## src/rtl/dcache_if.sv

```systemverilog
// dcache_if: bundles the CPU port, tag/data array port and memory bus of the data cache controller.
// Ports (slave = controller view):
//   cpu:    cpu_req, cpu_we, cpu_addr (in); cpu_ready (out)
//   arrays: tag_hit0/1, victim_valid/dirty/tag, lru1 (in); idx, tag, arr_way, arr_word,
//           data_fill_we, tag_we, dirty_set, req_done, hit0 (out)
//   memory: mem_ready (in); mem_req, mem_we, mem_addr (out)
interface dcache_if #(parameter int WORDS = 4);
  localparam int OFF_W = $clog2(WORDS);
  localparam int TAG_W = 32 - 5 - OFF_W - 2;
  logic             cpu_req, cpu_we, cpu_ready;
  logic [31:0]      cpu_addr;
  logic [4:0]       idx;
  logic [TAG_W-1:0] tag, victim_tag;
  logic             tag_hit0, tag_hit1, victim_valid, victim_dirty, lru1;
  logic             arr_way, data_fill_we, tag_we, dirty_set, req_done, hit0;
  logic [OFF_W-1:0] arr_word;
  logic             mem_req, mem_we, mem_ready;
  logic [31:0]      mem_addr;
  modport slave (
    input  cpu_req, cpu_we, cpu_addr, tag_hit0, tag_hit1, victim_valid, victim_dirty,
           victim_tag, lru1, mem_ready,
    output cpu_ready, idx, tag, arr_way, arr_word, data_fill_we, tag_we, dirty_set,
           req_done, hit0, mem_req, mem_we, mem_addr
  );
  modport master (
    output cpu_req, cpu_we, cpu_addr, tag_hit0, tag_hit1, victim_valid, victim_dirty,
           victim_tag, lru1, mem_ready,
    input  cpu_ready, idx, tag, arr_way, arr_word, data_fill_we, tag_we, dirty_set,
           req_done, hit0, mem_req, mem_we, mem_addr
  );
endinterface

```

## src/rtl/dcache_ctrl.sv

```systemverilog
// dcache_ctrl: sequencing FSM for a 2-way set-associative data cache (32 sets, WORDS-word lines).
// Ports: clk, rst (sync, active high); bus (dcache_if.slave) carries CPU, array and memory signals.
// Optional: define DCACHE_STATS_EN to add hit_cnt, miss_cnt, wb_cnt (32-bit wrapping counters).
module dcache_ctrl #(parameter int WORDS = 4) (
  input  logic        clk,
  input  logic        rst,
`ifdef DCACHE_STATS_EN
  output logic [31:0] hit_cnt,
  output logic [31:0] miss_cnt,
  output logic [31:0] wb_cnt,
`endif
  dcache_if.slave     bus
);
  localparam int OFF_W = $clog2(WORDS);
  localparam int TAG_W = 32 - 5 - OFF_W - 2;
  localparam logic [2:0] IDLE = 3'd0, LOOKUP = 3'd1, WB = 3'd2, REFILL = 3'd3, DONE = 3'd4;
  logic [2:0]       state_q, state_d;
  logic [OFF_W-1:0] cnt_q, cnt_d;
  logic [4:0]       idx_q, idx_d;
  logic [TAG_W-1:0] tag_q, tag_d;
  logic             way_q, way_d, we_q, we_d;
  logic             hit, last, in_wb, in_refill, done, unused_addr;
  assign hit         = bus.tag_hit0 | bus.tag_hit1;
  assign last        = cnt_q == OFF_W'(WORDS - 1);
  assign in_wb       = state_q == WB;
  assign in_refill   = state_q == REFILL;
  assign done        = state_q == DONE;
  assign unused_addr = ^bus.cpu_addr[1+OFF_W:0];
  always_comb begin
    state_d = state_q;
    cnt_d   = cnt_q;
    idx_d   = idx_q;
    tag_d   = tag_q;
    way_d   = way_q;
    we_d    = we_q;
    case (state_q)
      IDLE: if (bus.cpu_req) begin
        state_d = LOOKUP;
        idx_d   = bus.cpu_addr[6+OFF_W:2+OFF_W];
        tag_d   = bus.cpu_addr[31:7+OFF_W];
        we_d    = bus.cpu_we;
      end
      LOOKUP: begin
        cnt_d   = '0;
        // on a double hit way0 wins; on a miss the LRU way is the victim
        way_d   = hit ? ~bus.tag_hit0 : bus.lru1;
        state_d = hit ? DONE : (bus.victim_valid & bus.victim_dirty) ? WB : REFILL;
      end
      WB, REFILL: if (bus.mem_ready) begin
        cnt_d = cnt_q + 1'b1;
        if (last) state_d = in_wb ? REFILL : DONE;
      end
      DONE:    state_d = IDLE;
      default: state_d = IDLE;
    endcase
  end
  always_ff @(posedge clk) begin
    if (rst) begin
      state_q <= IDLE;
      cnt_q   <= '0;
      idx_q   <= '0;
      tag_q   <= '0;
      way_q   <= 1'b0;
      we_q    <= 1'b0;
    end else begin
      state_q <= state_d;
      cnt_q   <= cnt_d;
      idx_q   <= idx_d;
      tag_q   <= tag_d;
      way_q   <= way_d;
      we_q    <= we_d;
    end
  end
  assign bus.idx          = idx_q;
  assign bus.tag          = tag_q;
  assign bus.arr_way      = way_q;
  assign bus.arr_word     = cnt_q;
  assign bus.cpu_ready    = done;
  assign bus.req_done     = done;
  assign bus.hit0         = done & ~way_q;
  assign bus.dirty_set    = done & we_q;
  assign bus.mem_req      = in_wb | in_refill;
  assign bus.mem_we       = in_wb;
  assign bus.mem_addr     = in_wb     ? {bus.victim_tag, idx_q, cnt_q, 2'b00} :
                            in_refill ? {tag_q, idx_q, cnt_q, 2'b00} : 32'd0;
  // array writes are suppressed in a reset cycle so an aborted refill never commits
  assign bus.data_fill_we = in_refill & bus.mem_ready & ~rst;
  assign bus.tag_we       = in_refill & bus.mem_ready & last & ~rst;
`ifdef DCACHE_STATS_EN
  always_ff @(posedge clk) begin
    if (rst) begin
      hit_cnt  <= '0;
      miss_cnt <= '0;
      wb_cnt   <= '0;
    end else begin
      if (state_q == LOOKUP) begin
        hit_cnt  <= hit_cnt + {31'd0, hit};
        miss_cnt <= miss_cnt + {31'd0, ~hit};
      end
      if (state_q == LOOKUP && state_d == WB) wb_cnt <= wb_cnt + 32'd1;
    end
  end
`endif
endmodule
```

## src/flat_wrapper.sv

```systemverilog
// flat-port wrapper written by rule: the top's interface ports become plain ports
module dcache_ctrl_flat 
#(parameter int WORDS = 4)
  (clk, rst, bus_cpu_req, bus_cpu_we, bus_cpu_addr, bus_tag_hit0, bus_tag_hit1, bus_victim_valid, bus_victim_dirty, bus_victim_tag, bus_lru1, bus_mem_ready, bus_cpu_ready, bus_idx, bus_tag, bus_arr_way, bus_arr_word, bus_data_fill_we, bus_tag_we, bus_dirty_set, bus_req_done, bus_hit0, bus_mem_req, bus_mem_we, bus_mem_addr);
  dcache_if #(.WORDS(WORDS)) bus_i ();
  input  logic clk;
  input  logic rst;
  input wire logic [$bits(bus_i.cpu_req)-1:0] bus_cpu_req;
  input wire logic [$bits(bus_i.cpu_we)-1:0] bus_cpu_we;
  input wire logic [$bits(bus_i.cpu_addr)-1:0] bus_cpu_addr;
  input wire logic [$bits(bus_i.tag_hit0)-1:0] bus_tag_hit0;
  input wire logic [$bits(bus_i.tag_hit1)-1:0] bus_tag_hit1;
  input wire logic [$bits(bus_i.victim_valid)-1:0] bus_victim_valid;
  input wire logic [$bits(bus_i.victim_dirty)-1:0] bus_victim_dirty;
  input wire logic [$bits(bus_i.victim_tag)-1:0] bus_victim_tag;
  input wire logic [$bits(bus_i.lru1)-1:0] bus_lru1;
  input wire logic [$bits(bus_i.mem_ready)-1:0] bus_mem_ready;
  output wire logic [$bits(bus_i.cpu_ready)-1:0] bus_cpu_ready;
  output wire logic [$bits(bus_i.idx)-1:0] bus_idx;
  output wire logic [$bits(bus_i.tag)-1:0] bus_tag;
  output wire logic [$bits(bus_i.arr_way)-1:0] bus_arr_way;
  output wire logic [$bits(bus_i.arr_word)-1:0] bus_arr_word;
  output wire logic [$bits(bus_i.data_fill_we)-1:0] bus_data_fill_we;
  output wire logic [$bits(bus_i.tag_we)-1:0] bus_tag_we;
  output wire logic [$bits(bus_i.dirty_set)-1:0] bus_dirty_set;
  output wire logic [$bits(bus_i.req_done)-1:0] bus_req_done;
  output wire logic [$bits(bus_i.hit0)-1:0] bus_hit0;
  output wire logic [$bits(bus_i.mem_req)-1:0] bus_mem_req;
  output wire logic [$bits(bus_i.mem_we)-1:0] bus_mem_we;
  output wire logic [$bits(bus_i.mem_addr)-1:0] bus_mem_addr;
  assign bus_i.cpu_req = bus_cpu_req;
  assign bus_i.cpu_we = bus_cpu_we;
  assign bus_i.cpu_addr = bus_cpu_addr;
  assign bus_i.tag_hit0 = bus_tag_hit0;
  assign bus_i.tag_hit1 = bus_tag_hit1;
  assign bus_i.victim_valid = bus_victim_valid;
  assign bus_i.victim_dirty = bus_victim_dirty;
  assign bus_i.victim_tag = bus_victim_tag;
  assign bus_i.lru1 = bus_lru1;
  assign bus_i.mem_ready = bus_mem_ready;
  assign bus_cpu_ready = bus_i.cpu_ready;
  assign bus_idx = bus_i.idx;
  assign bus_tag = bus_i.tag;
  assign bus_arr_way = bus_i.arr_way;
  assign bus_arr_word = bus_i.arr_word;
  assign bus_data_fill_we = bus_i.data_fill_we;
  assign bus_tag_we = bus_i.tag_we;
  assign bus_dirty_set = bus_i.dirty_set;
  assign bus_req_done = bus_i.req_done;
  assign bus_hit0 = bus_i.hit0;
  assign bus_mem_req = bus_i.mem_req;
  assign bus_mem_we = bus_i.mem_we;
  assign bus_mem_addr = bus_i.mem_addr;
  dcache_ctrl #(.WORDS(WORDS)) u_core (.clk(clk), .rst(rst), .bus(bus_i));
endmodule
```

## config.mk

```make
export PLATFORM = sky130hd
export DESIGN_NAME = dcache_ctrl_flat
export DESIGN_NICKNAME = d
export VERILOG_FILES = /design/src/rtl/dcache_if.sv /design/src/rtl/dcache_ctrl.sv /design/src/flat_wrapper.sv
export SDC_FILE = /design/constraint.sdc
export NUM_CORES = 1
export LEC_CHECK = 0
export ABC_AREA = 1
export BUFFER_PORTS_ARGS = -buffer_cell sky130_fd_sc_hd__buf_2
export CAP_MARGIN = 20
export CORE_MARGIN = 2
export CORE_UTILIZATION = 41
export CTS_CLUSTER_SIZE = 28
export DETAILED_ROUTE_END_ITERATION = 8
export GPL_ROUTABILITY_DRIVEN = 0
export GPL_TIMING_DRIVEN = 0
export PLACE_DENSITY = 0.84
export SETUP_SLACK_MARGIN = 0.05
export SLEW_MARGIN = 15
export SYNTH_ARGS = -nofsm -noshare
export SYNTH_HDL_FRONTEND = slang
export SYNTH_SLANG_ARGS = --single-unit
```

## constraint.sdc

```tcl
create_clock -name clk -period 1.7 [get_ports clk]
set_input_delay 0 -clock clk [delete_from_list [all_inputs] [get_ports clk]]
set_output_delay 0 -clock clk [all_outputs]
set_load 0.02 [all_outputs]
```

==> results.cfg <==
[global_routing]
overflow = 0
grt_max_degree = 11
grt_usage_pct = 23.4
antenna_found_initial = 0
grt_pass1_wl_um = 8160
grt_pass1_vias = 1828

[placement]
place_hpwl_um = 4230
port-buffer-count = 129
dp_slack_ns = 0.274
placed_area_um2 = 2430

[setup_path]
setup.worst_path.end_class = output port
worst-path-stages = 7
critPathKind = flop to output port
crit-reg2reg-capture = u_core.bus.idx[1]
startpoint = u_core.state_q[0]
slowest_stage = dfxtp_2
cp_cell_sequence = nor2_1 -> nand2_1 -> inv_2 -> clkbuf_4 -> nand2_1 -> o21ai_0 -> buf_2
r2r_slack_ns = 0.50
crit_family = buffers and inverters
cp-start-kind = flop
crit_end = bus_mem_addr[13]
critical_path_buf_inv_count = 3
critical_path_required_ns = 1.70
cp_max_fo = 10
arrival_ns = 1.52
critPathMaxStageDelay_ns = 0.36
reg2regPathDepth = 5
timing.rr.start = u_core.state_q[0]
worst_path_most_repeated_cell = nand2_1

[route]
wirelength_um = 5550
viasPerCell = 4.74
wl_met3_um = 481
first_pass_iters = 4
ant_nets = 0
drtIter0Drc = 85
top_layer = met4
vias = 2132
wl_met1_um = 2190
drc = 0
dr_wl_met2_um = 2840
wire_per_inst_um = 12.3

[pwr]
comb_power_share_pct = 56.3
cellLeakagePower_nw = 1.41
internal_power_mw = 2.27
peakVddDrop_v = 0.000887
finalPower_mw = 4.35
p_clk_share_pct = 14.0
p_sw_mw = 2.08
pwr-share-seq_pct = 29.7
power.density_nw_per_um2 = 1650
switching_share_pct = 47.8

[timing]
finalHoldViolations = 2
timing.fmax_ghz = 0.657
skew_ns = 0.00667
setup_tns_ns = 0
rsz0062_at_grt = false
setup_violations = 0
fin_ws_ns = 0.178
fin_hold_ws_ns = -0.00180
period_needed_ns = 1.52
drv_slew = 0
post-route-period-util_pct = 89.5

[synthesis]
synth-edff-count = 0
synthCells = 251
synthArstFlopShare_pct = 0
synth.top_cell.area_share_pct = 40.9
yosysMostFrequentCell = o21ai_0
yosys_warnings = 0
synth_area_leader_cell = dfxtp_1
synth_flop_cell = dfxtp_1
yosys_register_bits = 35
ys_top_cells_by_area = dfxtp_1 (41%), o21ai_0 (15%), a21oi_1 (9.1%), inv_1 (8.5%), nand2_1 (8.1%)
yosys-top-cells-count = o21ai_0 (53), inv_1 (39), nand2_1 (37)
netlist-cell-type-count = 23
avgSynthCellArea_um2 = 6.83
yosysSeqAreaShare_pct = 40.9
syn-cell-area_um2 = 1710

[outcome]
status = complete, but fails checks
violations = hold timing

[clocking]
clockRootBuffer = clkbuf_8
htreeDepth = 2
clk_pin_slew_ns = 0.07
clockBufferDepth = 2
clk-insertion-delay-late_ns = 0.28
cts.sinks = 35
cts_buffers = 5
cts_tree = yes

[worst_hold_path]
holdCritPathClass = primary input to flop

[floorplan]
num_io_pins = 136
initial_core_util_pct = 42.9
fp.dieArea_um2 = 4710
die_w_um = 68.7
fp.dieH_um = 68.7
rows = 23
coreArea_um2 = 4000

[final_layout]
fin_util_pct = 66.0
antenna_cells = 0
area_growth_pct = 53.9
design_area_um2 = 2640
final_nets = 466
drive_gt1_share_pct = 40.8

[flow_run]
cap_violations = 0
==> sequential cells by signal (all words and copies together) (netlist names) <==
register             count
u_core.bus.arr_way       1
u_core.bus.arr_word      2
u_core.state_q           3
u_core.bus.idx           5
u_core.bus.tag          23
u_core.we_q              1
==> cells by family after synthesis <==
group           share of synthesized area, %
simple gates                            18.0
fa+ha+maj                              0.730
compound gates                          25.5
other cells                            0.219
buf+inv                                 14.6
flops                                   40.9
==> placed cells by master (no fill, tap or decap), drive strengths merged <==
cell         synthesis  routed
a21oi               31      31
buf                 11     142
clkbuf               5      12
clkinv               0       1
conb                 1       2
dfxtp               35      35
dlygate4sd3          0       9
ha                   1       1
inv                 40      40
nand2               40      40
nand3                5       5
nand3b               1       1
nor2                23      23
nor3                 1       1
nor3b                1       1
o21a                 1       1
o21ai               55      55
==> per-stage QoR <==
step | hold slack (ns) | std cells
after detailed placement | 0.208 | 431
after global placement | 0.197 | 431
after floorplan | 0.0724 | 252
final | -0.00180 | 450
after global routing | 0.0245 | 450
after CTS | 0.000584 | 447
==> area by class of cell <==
cell class	count	area, µm²
buffer	16	110
multi-input combinational	161	767
sequential	35	703
inverter	40	150
fill	374	1360
clock buffer	6	82.6
timing repair buffer	141	758
clock inverter	1	5.00
tap	50	62.6
==> power groups by stage <==
| stage | Combinational, mW | Sequential [mW] | Clock, mW |
|---|---|---|---|
| detailed placement | 2.38 | 1.30 | 0 |
| finish | 2.45 | 1.29 | 0.608 |
| floorplan | 1.28 | 1.59 | 0 |
| global placement | 2.33 | 1.29 | 0 |
| global route | 2.73 | 1.32 | 0.647 |
| CTS | 2.41 | 1.28 | 0.617 |
==> worst min path at each step <==
stage	cells after the start	to	slack, ns	start
after floorplan	1	u_core.bus.arr_way	0.07	rst
after detailed placement	2	u_core.bus.arr_way	0.21	rst
after global placement	2	u_core.bus.arr_way	0.20	rst
after CTS	3	u_core.bus.tag[1]	0.0006	bus_cpu_addr[10]
final	3	u_core.bus.tag[21]	-0.002	bus_cpu_addr[30]
after global routing	3	u_core.bus.tag[15]	0.02	bus_cpu_addr[24]
==> layer usage <==
metal,up-vias,track usage [%]
li1,1091,-
met1,951,24.9
met2,86,45.2
met3,4,5.36
met4,0,6.50
met5,-,0
==> repair_timing <==
action	in CTS	in global routing
setup buffers	0	3
endpoints found under the hold margin	10	0
hold buffers	9	0
endpoints found under the setup margin	20	20
resized for setup	3	9
==> worst reg2reg max path, cell delays in order, from the launching register on <==
cell     delay (ns)
dfxtp_2        0.36
nor2_2         0.16
nand3_2        0.11
buf_2          0.21
o21ai_0        0.19
a21oi_1        0.06
No activity file was read; power rests on OpenSTA's default activity.
